[config.mk]
export PLATFORM = sky130hd
export DESIGN_NAME = add_display_ctrl
export DESIGN_NICKNAME = d
export VERILOG_FILES = /design/src/rtl/add_display_ctrl.sv
export SDC_FILE = /design/constraint.sdc
export NUM_CORES = 1
export LEC_CHECK = 0
export CAP_MARGIN = 25
export CORE_ASPECT_RATIO = 1.25
export CORE_MARGIN = 5
export CORE_UTILIZATION = 55
export CTS_CLUSTER_SIZE = 12
export DETAILED_ROUTE_END_ITERATION = 16
export PLACE_DENSITY = 0.77
export SYNTH_ARGS = -nofsm -noshare
export SYNTH_HDL_FRONTEND = slang
export SYNTH_SLANG_ARGS = --single-unit
[constraint.sdc]
create_clock -name clk -period 1.7 [get_ports clk]
set_input_delay 0.255 -clock clk [delete_from_list [all_inputs] [get_ports clk]]
set_output_delay 0.255 -clock clk [all_outputs]
set_load 0.1 [all_outputs]
[src/rtl/add_display_ctrl.sv]
// Add-and-display controller: handshake-loaded 4-bit operands, 5-bit sum, 4-digit scan.
// Optional overflow blink of the whole display: define ADD_DISPLAY_OVF_BLINK_EN.
module add_display_ctrl #(
  parameter int unsigned REFRESH_DIV = 100000,
  parameter int unsigned DIV_W       = 17
) (
  input  logic       clk,
  input  logic       rst,
  input  logic [3:0] a,
  input  logic [3:0] b,
  input  logic       load_valid,
  output logic       load_ready,
  output logic       done,
  output logic       OVERFLOW,
  output logic [3:0] AN,
  output logic [6:0] DISPLAY
);

  localparam logic [DIV_W-1:0] TICK_LAST = DIV_W'(REFRESH_DIV - 1);

  typedef enum logic {IDLE, SUM} state_e;

  state_e     state_q, state_d;
  logic       load_ready_q, load_ready_d;
  logic       done_q, done_d;
  logic       capture_c, sum_en_c;
  logic [3:0] a_q, b_q, sum_q;
  logic       ovf_q;
  logic [DIV_W-1:0] tick_q;
  logic [1:0] idx_q;
  logic       wrap_c;
  logic       blank_c;
  logic [3:0] an_q, an_d;
  logic [6:0] seg_q, seg_d;

  function automatic logic [6:0] hex7(input logic [3:0] v);
    case (v)
      4'h0: hex7 = 7'b1000000;
      4'h1: hex7 = 7'b1111001;
      4'h2: hex7 = 7'b0100100;
      4'h3: hex7 = 7'b0110000;
      4'h4: hex7 = 7'b0011001;
      4'h5: hex7 = 7'b0010010;
      4'h6: hex7 = 7'b0000010;
      4'h7: hex7 = 7'b1111000;
      4'h8: hex7 = 7'b0000000;
      4'h9: hex7 = 7'b0010000;
      4'hA: hex7 = 7'b0001000;
      4'hB: hex7 = 7'b0000011;
      4'hC: hex7 = 7'b1000110;
      4'hD: hex7 = 7'b0100001;
      4'hE: hex7 = 7'b0000110;
      default: hex7 = 7'b0001110;
    endcase
  endfunction

  // Controller state register
  always_ff @(posedge clk or posedge rst) begin
    if (rst) begin
      state_q      <= IDLE;
      load_ready_q <= 1'b1;
      done_q       <= 1'b0;
    end else begin
      state_q      <= state_d;
      load_ready_q <= load_ready_d;
      done_q       <= done_d;
    end
  end

  // Next state: IDLE accepts a pair, SUM spends exactly one cycle adding
  always_comb begin
    state_d   = state_q;
    done_d    = 1'b0;
    capture_c = 1'b0;
    sum_en_c  = 1'b0;
    case (state_q)
      IDLE: begin
        if (load_valid) begin
          capture_c = 1'b1;
          state_d   = SUM;
        end
      end
      SUM: begin
        sum_en_c = 1'b1;
        done_d   = 1'b1;
        state_d  = IDLE;
      end
      default: state_d = IDLE;
    endcase
    load_ready_d = (state_d == IDLE);
  end

  // Operand and sum registers
  always_ff @(posedge clk or posedge rst) begin
    if (rst) begin
      a_q   <= 4'd0;
      b_q   <= 4'd0;
      sum_q <= 4'd0;
      ovf_q <= 1'b0;
    end else begin
      if (capture_c) begin
        a_q <= a;
        b_q <= b;
      end
      if (sum_en_c) {ovf_q, sum_q} <= {1'b0, a_q} + {1'b0, b_q};
    end
  end

  assign wrap_c = (tick_q == TICK_LAST);

  // Free-running refresh tick and digit index
  always_ff @(posedge clk or posedge rst) begin
    if (rst) begin
      tick_q <= '0;
      idx_q  <= 2'd0;
    end else if (wrap_c) begin
      tick_q <= '0;
      idx_q  <= idx_q + 2'd1;
    end else begin
      tick_q <= tick_q + DIV_W'(1);
    end
  end

`ifdef ADD_DISPLAY_OVF_BLINK_EN
  logic [5:0] frame_q;

  always_ff @(posedge clk or posedge rst) begin
    if (rst)                          frame_q <= 6'd0;
    else if (wrap_c && idx_q == 2'd3) frame_q <= frame_q + 6'd1;
  end

  assign blank_c = ovf_q & frame_q[5];
`else
  assign blank_c = 1'b0;
`endif

  // Digit select and segment content
  always_comb begin
    an_d  = 4'b1111;
    seg_d = 7'b1111111;
    case (idx_q)
      2'd0: begin an_d = 4'b1110; seg_d = ovf_q ? 7'b1111001 : 7'b1111111; end
      2'd1: begin an_d = 4'b1101; seg_d = hex7(sum_q); end
      2'd2: begin an_d = 4'b1011; seg_d = hex7(b_q); end
      default: begin an_d = 4'b0111; seg_d = hex7(a_q); end
    endcase
    if (blank_c) an_d = 4'b1111;
  end

  always_ff @(posedge clk or posedge rst) begin
    if (rst) begin
      an_q  <= 4'b1111;
      seg_q <= 7'b1111111;
    end else begin
      an_q  <= an_d;
      seg_q <= seg_d;
    end
  end

  assign load_ready = load_ready_q;
  assign done       = done_q;
  assign OVERFLOW   = ovf_q;
  assign AN         = an_q;
  assign DISPLAY    = seg_q;

endmodule
==> out/summary.txt, run 1 <==
final routed DRC violation total = 0
core footprint = 0.00508 mm2
GR met1 Demand/Resource = 24.6%
post-synthesis cell type count = 48
vias in the first global route = 2139
final layout net count = 363
share of synthesized area occupied by flip-flops and latches = 40.6%
total length of routed wires = 5.78 mm
routed length per instance = 15.1 um
Die Footprint = 0.00677 mm2
Setup Viol. Count Final = 0
clk root buf = sky130_fd_sc_hd__clkbuf_8
destination of the worst register-to-register timing path = DISPLAY[3]
synthesis warning total = 0
per-cell via count in the routed design = 5.64
number of instances in the synthesized netlist = 281
Final min period = 1650 ps
worst relative slew slack = 65.8%
Worst-Skew Late Latency = 300 ps
stage delay of the slowest cell on the critical path = 450 ps
final hold slack = 294 ps
Top Usage Layer GRT = met2
crit path max fanout = 6
IO Port Bufs = 24
mapped cell area = 0.00287 mm2
Worst Setup Slack post-DPL = -8.82 ps
Worst Hold Class = in2async
leading post-synthesis cells by cell area = sky130_fd_sc_hd__dfrtp_1 (30%), sky130_fd_sc_hd__ha_1 (14%), sky130_fd_sc_hd__dfstp_2 (11%), sky130_fd_sc_hd__mux2i_1 (5.2%), sky130_fd_sc_hd__inv_1 (3.3%)
Layout Area Growth over Synthesis = 23.7%
transition at the pin with the smallest max-transition slack = 513 ps
required time of the critical path = 1930 ps
fmax = 0.606 GHz
flip-flop and latch count after synthesis = 46
CP max-delay cell = sky130_fd_sc_hd__mux4_2
Slew Viols, Final = 0
depth of the most critical reg-to-reg path = 6
antenna cell count = 0
Hold Fails Final Rpt = 0
remaining antenna violation count after routing = 0
Synth Area per Inst = 10.2 um2
first-pass GRT wire length = 9.94 mm
CTS tree = built
IR drop worst, VDD = 0.573 mV
total negative setup slack = 0 ps
Final Skew = 9.65 ps
Chip Height = 90.8 um
Inserted Clock Buffers = 5
library cell with the highest instance count after synthesis = sky130_fd_sc_hd__dfrtp_1
library cell occupying the most area in the post-synthesis netlist = sky130_fd_sc_hd__dfrtp_1
pin count of the biggest net entering global routing = 47
met2 routing resource usage after global routing = 29.5%
All-Layer GR Usage = 18.5%
Yosys top cell area share = 29.6%
power per cell area = 904 mW/mm2
hold-fix buffers at CTS = 0
top cells by instance count after synthesis = sky130_fd_sc_hd__dfrtp_1 (34), sky130_fd_sc_hd__ha_1 (32), sky130_fd_sc_hd__inv_1 (25)
FFs w/ async S/R, synth = 100%
effective utilization at floorplan = 56.5%
Crit Path Class = reg2reg
number of violations reported at the end of detailed-routing iteration 0 = 125
critical path launch point type = register
share of final-layout standard cells stronger than drive strength 1 = 25.0%
die span in x = 74.6 um
post-CTS clock slew at the launch and capture registers of the worst setup and hold paths = 90 ps
maximum clock path buffer count = 2
number of vias in the routed layout = 2153
reg-to-reg critical path startpoint = a_q[1]
number of standard-cell rows in the floorplan = 29
post-layout worst setup margin = 49.8 ps
antenna violations before repair = 0
setup slack on the worst flop-to-flop path = 50 ps
Setup crit end kind = register
CP Cell Sequence = clkinvlp_4 -> ha_4 -> inv_2 -> mux4_2 -> nor2_2 -> a31oi_1
dominant synthesized flop cell = sky130_fd_sc_hd__dfrtp_1
clock sink count = 46
data arrival time of the critical path = 1880 ps
TritonRoute pass-1 iters = 4
number of top-level pins = 25
number of max-cap violations = 0
share of the clock period used by the worst path = 97.1%
count of flip-flops with a built-in enable after synthesis = 0
Final GP Congestion = 0.921
HPWL after detailed placement = 4.36 mm
number of levels the H-tree was split into = 2
total global routing overflow = 0
met3 usage = 3.01%
run status = complete, no violations
leakage dissipation = 1.59 nW
net count after synthesis = 325
-- state kept, by name, summed over array words and instances, names as in the netlist --
name	flops
state_q	1
sum_q	4
done	1
idx_q	2
tick_q	17
b_q	4
load_ready	1
a_q	4
OVERFLOW	1
AN	4
DISPLAY	7
-- routing by layer --
layer | vias to the layer above | share of wire, % | wire [um]
met5 | - | 0 | 0
met4 | 0 | 2.6 | 149
met3 | 15 | 4.5 | 261
met2 | 66 | 50 | 2890
met1 | 1028 | 43 | 2480
li1 | 1044 | - | -
-- where the power goes --
part | switching, mW | internal, mW
logic | 0.611 | 0.534
registers | 0.202 | 1.20
clock network | 0.377 | 0.289
-- layout make-up --
cell class | count | area, um2
multi-input cells | 198 | 1580
fillers | 377 | 1530
flip-flops and latches | 46 | 1170
repair buffers | 43 | 536
inverters | 25 | 97.6
well taps | 62 | 77.6
clock buffers | 5 | 68.8
clock inverters | 3 | 21.3
-- kinds of logic (layout without fill, tap and decap cells) --
kind of cell	Yosys count	in the layout	share of synthesized area [%]
adders and majority gates	33	33	14.6
xor gates and xnor gates	17	17	5.19
and+or+nand+nor	78	78	14.5
buffers and inverters	37	76	5.67
AOI/OAI and AO/OA	47	47	10.2
muxes	23	23	9.15
DFF	46	46	40.6
-- cell usage in the layout (no fill, tap or decap), types with 2 or more instances in the layout --
master and instances:
sky130_fd_sc_hd__nand4_1 6, sky130_fd_sc_hd__and3_1 2, sky130_fd_sc_hd__mux2i_1 15, sky130_fd_sc_hd__dfrtp_1 30
sky130_fd_sc_hd__mux4_2 2, sky130_fd_sc_hd__nor2b_1 4, sky130_fd_sc_hd__nor2_2 2, sky130_fd_sc_hd__xnor2_1 8
sky130_fd_sc_hd__inv_1 21, sky130_fd_sc_hd__dfstp_2 12, sky130_fd_sc_hd__nand2b_1 7, sky130_fd_sc_hd__dfrtp_2 4
sky130_fd_sc_hd__nand3_1 5, sky130_fd_sc_hd__xor2_1 9, sky130_fd_sc_hd__nor2_1 18, sky130_fd_sc_hd__clkdlybuf4s50_1 10
sky130_fd_sc_hd__a21oi_1 9, sky130_fd_sc_hd__inv_2 3, sky130_fd_sc_hd__ha_1 30, sky130_fd_sc_hd__nand2_1 19
sky130_fd_sc_hd__clkinvlp_4 2, sky130_fd_sc_hd__buf_12 15, sky130_fd_sc_hd__o21ai_0 17, sky130_fd_sc_hd__nor3_1 3
sky130_fd_sc_hd__buf_4 18, sky130_fd_sc_hd__and4_1 4, sky130_fd_sc_hd__clkbuf_8 5, sky130_fd_sc_hd__a32oi_1 3
sky130_fd_sc_hd__mux2_2 6, sky130_fd_sc_hd__a31oi_1 2, sky130_fd_sc_hd__a221oi_1 2
-- critical path, delay by kind of cell, from the launching register on --
| family | cells | cell delay (ps) |
|---|---|---|
| flip-flops | 1 | 440 |
| buffers and inverters | 2 | 230 |
| multiplexers | 1 | 450 |
| AND/OR/NAND/NOR | 1 | 110 |
| AO/OA/AOI/OAI | 1 | 50 |
| adder cells (fa/ha/maj) | 1 | 310 |
-- how the worst max path moves through the flow --
stage                     startpoint    endpoint  slack (ps)  cells after the start
after detailed placement      a_q[1]  DISPLAY[3]          -9                      6
final                         a_q[1]  DISPLAY[3]          50                      6
after CTS                     a_q[0]  DISPLAY[3]          40                      6
after global placement        a_q[1]  DISPLAY[3]          20                      6
after floorplan             OVERFLOW  DISPLAY[1]         100                      3
after global routing        sum_q[1]  DISPLAY[3]          -3                      6
-- per-stage QoR --
step	power, mW	util (%)	cell area (um2)	cells
4_1_cts	3.16	68.6	3480	379
6_report	3.21	69.9	3550	382
5_1_grt	3.40	69.9	3550	382
2_1_floorplan	2.16	-	2870	281
3_5_place_dp	2.49	66.8	3390	371
3_3_place_gp	2.46	66.8	3390	371
-- what timing repair did --
item	4_1_cts	5_1_grt
gates resized for setup	2	13
endpoints found under the setup margin	2	6
setup buffers	0	3
pin swaps	0	1
Note: power is estimated with default switching activity, not from simulation.
==> run 2, diff against run 1 <==
Settings changed: CTS_CLUSTER_SIZE 12 to 10.
==> results of run 2 <==
The final DEF is identical to that of run 1; final timing and power are the same.
==> run 3, diff against run 2 <==
Settings changed: ABC_CLOCK_PERIOD_IN_PS from default to 1700.
==> results of run 3 <==
The final DEF is identical to that of run 1; final timing and power are the same.
